File: config.mk
export PLATFORM = sky130hd
export DESIGN_NAME = operand_skew_feeder
export DESIGN_NICKNAME = d
export VERILOG_FILES = /design/src/rtl/operand_skew_feeder.sv
export SDC_FILE = /design/constraint.sdc
export NUM_CORES = 1
export LEC_CHECK = 0
export CELL_PAD_IN_SITES_DETAIL_PLACEMENT = 0
export CELL_PAD_IN_SITES_GLOBAL_PLACEMENT = 2
export CORE_AREA = 2 2 106 159
export DETAILED_ROUTE_END_ITERATION = 12
export DIE_AREA = 0 0 108 161
export PLACE_DENSITY_LB_ADDON = 0.15
export SETUP_SLACK_MARGIN = 0.02
export SLEW_MARGIN = 20
export SYNTH_ARGS = -nofsm -noshare
export SYNTH_HDL_FRONTEND = slang
export SYNTH_SLANG_ARGS = --single-unit
File: constraint.sdc
create_clock -name clk -period 1.9 [get_ports clk]
set_input_delay 0.38 -clock clk [delete_from_list [all_inputs] [get_ports clk]]
set_output_delay 0.38 -clock clk [all_outputs]
set_load 0.03 [all_outputs]
File: src/rtl/operand_skew_feeder.sv
// Turns one accepted operand vector per cycle into a diagonal wavefront for the systolic array.
// Latency 1+i cycles on lane i; in_ready drops for LANES cycles after each tile while the wavefront drains.
module operand_skew_feeder #(
  parameter int LANES      = 4,
  parameter int DATA_SIZE  = 16,
  parameter int TILE_DEPTH = 8
) (
  input  logic                              clk,
  input  logic                              reset,
  input  logic [LANES*DATA_SIZE-1:0]        in_data,
  input  logic                              in_valid,
  output logic                              in_ready,
  output logic [LANES-1:0][DATA_SIZE-1:0]   out_data,
  output logic [LANES-1:0]                  out_valid,
  output logic                              tile_done
);

  localparam int ACW = (TILE_DEPTH > 1) ? $clog2(TILE_DEPTH) : 1;
  localparam int DCW = (LANES > 1) ? $clog2(LANES) : 1;
  localparam logic [ACW-1:0] ACC_LAST   = ACW'(TILE_DEPTH - 1);
  localparam logic [DCW-1:0] DRAIN_LAST = DCW'(LANES - 1);

  typedef enum logic {S_STREAM, S_DRAIN} state_t;

  state_t           r_state;
  logic [ACW-1:0]   r_acc_cnt;
  logic [DCW-1:0]   r_drain_cnt;
  logic             r_in_ready;
  logic             r_tile_done;
  logic             w_accept;

  assign w_accept  = in_valid && r_in_ready;
  assign in_ready  = r_in_ready;
  assign tile_done = r_tile_done;

  // tile_done is registered one step early so it lands with the last element on the final lane
  always_ff @(posedge clk) begin
    if (reset) begin
      r_state     <= S_STREAM;
      r_acc_cnt   <= '0;
      r_drain_cnt <= '0;
      r_in_ready  <= 1'b1;
      r_tile_done <= 1'b0;
    end else begin
      case (r_state)
        S_STREAM: begin
          r_tile_done <= 1'b0;
          if (w_accept) begin
            if (r_acc_cnt == ACC_LAST) begin
              r_acc_cnt   <= '0;
              r_drain_cnt <= '0;
              r_state     <= S_DRAIN;
              r_in_ready  <= 1'b0;
              r_tile_done <= (DRAIN_LAST == '0);
            end else begin
              r_acc_cnt <= r_acc_cnt + ACW'(1);
            end
          end
        end
        S_DRAIN: begin
          if (r_drain_cnt == DRAIN_LAST) begin
            r_state     <= S_STREAM;
            r_drain_cnt <= '0;
            r_in_ready  <= 1'b1;
            r_tile_done <= 1'b0;
          end else begin
            r_drain_cnt <= r_drain_cnt + DCW'(1);
            r_tile_done <= ((r_drain_cnt + DCW'(1)) == DRAIN_LAST);
          end
        end
        default: r_state <= S_STREAM;
      endcase
    end
  end

  for (genvar g = 0; g < LANES; g++) begin : g_lane
    logic [g:0]                 r_vld;
    logic [g:0][DATA_SIZE-1:0]  r_dat;

    always_ff @(posedge clk) begin
      if (reset) begin
        r_vld <= '0;
        r_dat <= '0;
      end else begin
        r_vld[0] <= w_accept;
        r_dat[0] <= w_accept ? in_data[g*DATA_SIZE +: DATA_SIZE] : '0;
        for (int j = 1; j <= g; j++) begin
          r_vld[j] <= r_vld[j-1];
          r_dat[j] <= r_dat[j-1];
        end
      end
    end

    assign out_valid[g] = r_vld[g];
    assign out_data[g]  = r_dat[g];
  end

endmodule

After elaboration in Yosys (flattened, before gate mapping)
Index checks and enable logic that the tools add are counted.
{"block": "totals", "output_inout_bits": 70, "word_cells": 49, "inputBits": 67, "register_bits": 178}
{"block": "op_classes", "add_sub_neg": 2, "eq_ne": 6, "reduce_logical": 5, "n_mux": 15, "bitwise": 2}
{"op": "two-way mux 1 bit", "count": 7}
{"op": "two-way mux 2 bit", "count": 3}
{"op": "case mux 1 bit (2 select lines)", "count": 3}
{"op": "== test 2 bit, second input constant", "count": 2}
{"op": "inequality test 2 bit, second input constant", "count": 2}
{"op": "case mux 2 bit (2 select lines)", "count": 1}
{"op": "AND reduction 2 bit", "count": 2}
{"op": "adder 3 x 1 -> 3 bit, second input constant", "count": 1}
{"op": "== test 3 bit, second input constant", "count": 1}
{"op": "two-way mux 3 bit", "count": 1}
{"op": "AND reduction 3 bit", "count": 1}
{"op": "adder 2 x 1 -> 2 bit, second input constant", "count": 1}
{"op": "inequality test 2 x 1 -> 1 bit, second input constant", "count": 1}
{"op": "NOT 1 bit", "count": 2}
{"op": "OR reduction 2 bit", "count": 1}
{"op": "logical AND 1 bit", "count": 1}

Depth between registers and ports, before layout
{"block": "logic_depth", "depth_word": 4, "depth_mapped": 4, "mapped_depth_nobuf": 4}

Worst setup path before layout
OpenSTA, ideal clock, no wires.
{"block": "synth_path", "path_kind": "reg-to-reg", "start": "reg r_in_ready, in the netlist in_ready", "end": "reg r_acc_cnt[0]", "setup_slack_ns": 0.635, "setup_time_ns": 0.121, "stages_incl_launch_ff": 3, "path_buffers": 0, "t_required_ns": 1.779, "synth_period_minus_slack_ns": 1.265, "t_arrival_ns": 1.144, "cell_sequence": "dfxtp_1 and3b_1 mux2_2"}
{"block": "synth_via", "elab_chain_len": 2}
{"element": "start: declaration", "line_no": "28", "source": "logic r_in_ready;"}
{"element": "start signal: assignment", "line_no": "42", "source": "r_in_ready <= 1'b1;"}
{"element": "start signal: assignment", "line_no": "53", "source": "r_in_ready <= 1'b0;"}
{"element": "start signal: assignment", "line_no": "64", "source": "r_in_ready <= 1'b1;"}
{"element": "logical AND 1 bit", "line_no": "32", "source": "assign w_accept = in_valid && r_in_ready;"}
{"element": "AND reduction 2 bit (no line)"}
{"element": "end signal: assignment", "line_no": "56", "source": "r_acc_cnt <= r_acc_cnt + ACW'(1);"}
{"element": "end: declaration", "line_no": "26", "source": "logic [ACW-1:0] r_acc_cnt;"}
Every way passes these cells.
A chain may end at the register's enable or synchronous reset.

Final worst setup path
{"block": "layout_path", "start": "reg g_lane[2].r_dat, in the netlist out_data[46]", "end": "out out_data[46] (netlist bit)"}
{"element": "start: declaration", "line_no": "78", "source": "logic [g:0][DATA_SIZE-1:0] r_dat;"}
{"element": "start signal: indexed assignment", "line_no": "89", "source": "r_dat[j] <= r_dat[j-1];"}
{"element": "end: declaration", "line_no": "13", "source": "output logic [LANES-1:0][DATA_SIZE-1:0] out_data,"}
No word-level cell between the ends.

==> insert_results.sql <==
INSERT INTO impl_metrics (metric_group, metric, value, unit) VALUES
('run_status', 'outcome', 'completed', ''),
('routing', 'drt_first_iter_violations', '48', ''),
('yosys', 'syn_area_per_cell', '11.9', 'µm²'),
('routing', 'drt.antenna.violating_nets', '0', ''),
('floorplan', 'ioPinCount', '137', ''),
('placed_design', 'gp_routability_congestion', '0.660', ''),
('critical_path', 'cp-start-kind', 'flip-flop', ''),
('timing', 'unrepaired_setup_endpoints_after_global_routing', 'false', ''),
('finish', 'drive_gt1_share', '7.25', '%'),
('critical_path', 'worst_setup_path_class', 'reg -> out', ''),
('critical_path', 'slowest_delay', '0.69', 'ns'),
('critical_path', 'worst_r2r_path_depth', '4', ''),
('routing', 'totalWireLength', '8.44', 'mm'),
('cts', 'cts_num_sinks', '172', ''),
('critical_path', 'r2r_setup_slk', '0.58', 'ns'),
('cts', 'htree_levels', '4', ''),
('finish', 'fillCellCount', '1522', ''),
('yosys', 'yosys_register_bits', '172', ''),
('routing', 'wire_per_inst', '11.3', 'µm'),
('timing', 'fin_crit', '1.80', 'ns'),
('global_route', 'grt_pass1_wl', '13.1', 'mm'),
('global_route', 'grt_max_degree', '66', ''),
('timing', 'achievable-frequency', '0.555', 'GHz'),
('floorplan', 'floorplan.rows', '57', ''),
('yosys', 'yosysWarnings', '0', ''),
('critical_path', 'endpoint', 'out_data[46]', ''),
('floorplan', 'die-height', '161', 'µm'),
('flow_run', 'max_cap_violations', '0', ''),
('timing', 'hold_violations', '0', ''),
('cts', 'buffer_type_at_the_clock_tree_root', 'clkbuf_16', ''),
('finish', 'seq_area', '3440', 'µm²'),
('critical_path', 'timing.critical_path.from', 'out_data[46]$_SDFF_PP0_', ''),
('placed_design', 'place.detailed.hpwl', '5.68', 'mm'),
('critical_path', 'worst_setup_path_end_kind', 'output pin', ''),
('finish', 'ant_cells', '0', ''),
('timing', 'worst_max_slew_margin_expressed_relative_to_the_limit', '57.7', '%'),
('critical_path', 'rr_endpoint', 'r_acc_cnt[1]$_SDFFE_PP0P_', ''),
('yosys', 'netlist-cell-type-count', '21', ''),
('global_route', 'grt_use_met3', '4.64', '%'),
('power', 'total_power', '7450', 'µW'),
('cts', 'cts-root-to-sink-buffers', '2', ''),
('critical_path', 'r2r_start', 'r_acc_cnt[0]$_SDFFE_PP0P_', ''),
('critical_path', 'worstPathCellList', 'clkdlybuf4s50_1', ''),
('routing', 'route.vias.total', '2835', ''),
('critical_path', 'slowest_stage', 'clkdlybuf4s50_1', ''),
('cts', 'insertion_delay_to_the_later_sink_of_the_worst_skew_pair', '0.41', 'ns'),
('timing', 'slew_violations', '0', ''),
('cts', 'cts-hold-fix-buffers', '0', ''),
('cts', 'cts_buffers', '17', ''),
('yosys', 'syn-num-nets', '506', ''),
('power', 'power.ir.vdd_worst', '0.538', 'mV'),
('critical_path', 'cp_top_family', 'buffers and inverters', ''),
('worst_hold_path', 'timing.hold.worst.class', 'in -> reg', ''),
('timing', 'timing.final.crit_share', '94.8', '%'),
('timing', 'final_setup_violation_count', '0', ''),
('critical_path', 'critical_path_buf_inv_count', '1', ''),
('placed_design', 'dpl_cell_area', '6370', 'µm²'),
('floorplan', 'initial_core_util', '32.2', '%'),
('routing', 'drc', '0', ''),
('floorplan', 'floorplan.core_area', '16000', 'µm²'),
('timing', 'worst_hold_slack', '0.219', 'ns'),
('cts', 'clock_tree_from_tritoncts', 'yes', ''),
('finish', 'post-route-cell-area', '6950', 'µm²'),
('finish', 'area_growth_synth_to_finish', '34.7', '%'),
('timing', 'fin_skew', '0.00976', 'ns'),
('global_route', 'gr_met1_demand_resource', '10.2', '%'),
('yosys', 'seq_area_frac_synth', '66.7', '%'),
('routing', 'detailedRoute.firstPassIterationCount', '4', ''),
('floorplan', 'die_outline_area', '17400', 'µm²'),
('cts', 'cts.reportedPaths.clkPinSlew', '0.07', 'ns'),
('critical_path', 'worst-endpoint-arrival', '1.42', 'ns');
[through the flow]
step	setup WS, ns	cells	utilization (%)
after detailed placement	0.255	712	39.7
after CTS	0.0217	744	43.3
after floorplan	0.635	434	-
final	0.0981	744	43.3
after global placement	0.286	712	39.7
after global routing	0.0248	744	43.3
[routing by layer]
metal / part of all wire [%] / up-vias
met4: 1.6 / 0
met3: 7.5 / 10
met5: 0 / -
li1: - / 1459
met1: 38 / 1286
met2: 53 / 80
[kinds of logic (layout without fill, tap and decap cells)]
| family | after synthesis | after routing | share of synthesized area, % |
|---|---|---|---|
| buffers and inverters | 70 | 174 | 8.87 |
| adders and majority gates | 5 | 5 | 1.21 |
| DFF | 172 | 172 | 66.7 |
| and+or+nand+nor | 179 | 179 | 22.0 |
| AOI/OAI and AO/OA | 5 | 5 | 0.630 |
| muxes | 3 | 3 | 0.606 |
[worst min path at each step]
stage,from,end,cells past startpoint
after floorplan,g_lane[2].r_dat[0]$_SDFF_PP0_,g_lane[2].r_dat[16]$_SDFF_PP0_,1
after global placement,g_lane[1].r_dat[14]$_SDFF_PP0_,out_data[30]$_SDFF_PP0_,1
after detailed placement,g_lane[3].r_dat[47]$_SDFF_PP0_,out_data[63]$_SDFF_PP0_,1
after CTS,reset,r_state$_SDFF_PP0_,2
after global routing,reset,r_state$_SDFF_PP0_,2
final,reset,r_state$_SDFF_PP0_,2
[synthesized netlist by cell type]
cell      number  share of area, %
dfxtp_1      172                67
nor2b_1      100                12
and2_1        64               7.8
buf_4         49               7.1
clkbuf_1      10              0.73
buf_2          9              0.87
ha_1           5               1.2
nand2b_1       5              0.61
and3b_1        3              0.51
or3b_1         3              0.51
a21oi_1        2              0.19
inv_1          2              0.15
mux2i_1        2              0.39
and3_1         1              0.12
mux2_2         1              0.22
nand4b_1       1              0.17
nor2_1         1             0.073
nor3_1         1             0.097
o21bai_1       1              0.15
o22ai_1        1              0.12
o32ai_1        1              0.17
[power by group]
part,switching (µW),internal (µW)
clock network,1560,1750
logic,172,241
registers,22.5,3710
total,1750,5700
[area by class of cell]
class / instances / area share (%)
Sequential cell: 172 / 49.5
Timing Repair Buffer: 140 / 20.2
Multi-Input combinational cell: 192 / 18.1
Clock buffer: 17 / 6.12
Tap cell: 206 / 3.71
Clock inverter: 15 / 2.20
Inverter: 2 / 0.108
[registers in the layout, summed over array words and instances, names as in the netlist]
name,flops
g_lane.r_dat,112
g_lane.r_vld,4
in_ready,1
out_data,48
r_acc_cnt,3
r_drain_cnt,2
r_state,1
tile_done,1
[cell usage in the layout, fill, tap and decap left out, drive strengths merged, types with 2 or more instances in the layout]
| cell | instances |
|---|---|
| clkdlybuf4s50 | 132 |
| dfxtp | 172 |
| clkinv | 6 |
| and2 | 64 |
| inv | 9 |
| a21oi | 2 |
| and3b | 3 |
| nor2b | 100 |
| ha | 5 |
| dlymetal6s2s | 2 |
| mux2i | 2 |
| clkbuf | 17 |
| clkinvlp | 2 |
| or3b | 3 |
| nand2b | 5 |
| buf | 5 |
[timing repair]
action | 4_1_cts | 5_1_grt
gates resized for setup | 1 | 2
setup endpoints to repair | 1 | 2
buffers inserted | 0 | 0
No activity file was read; power rests on OpenSTA's default activity.
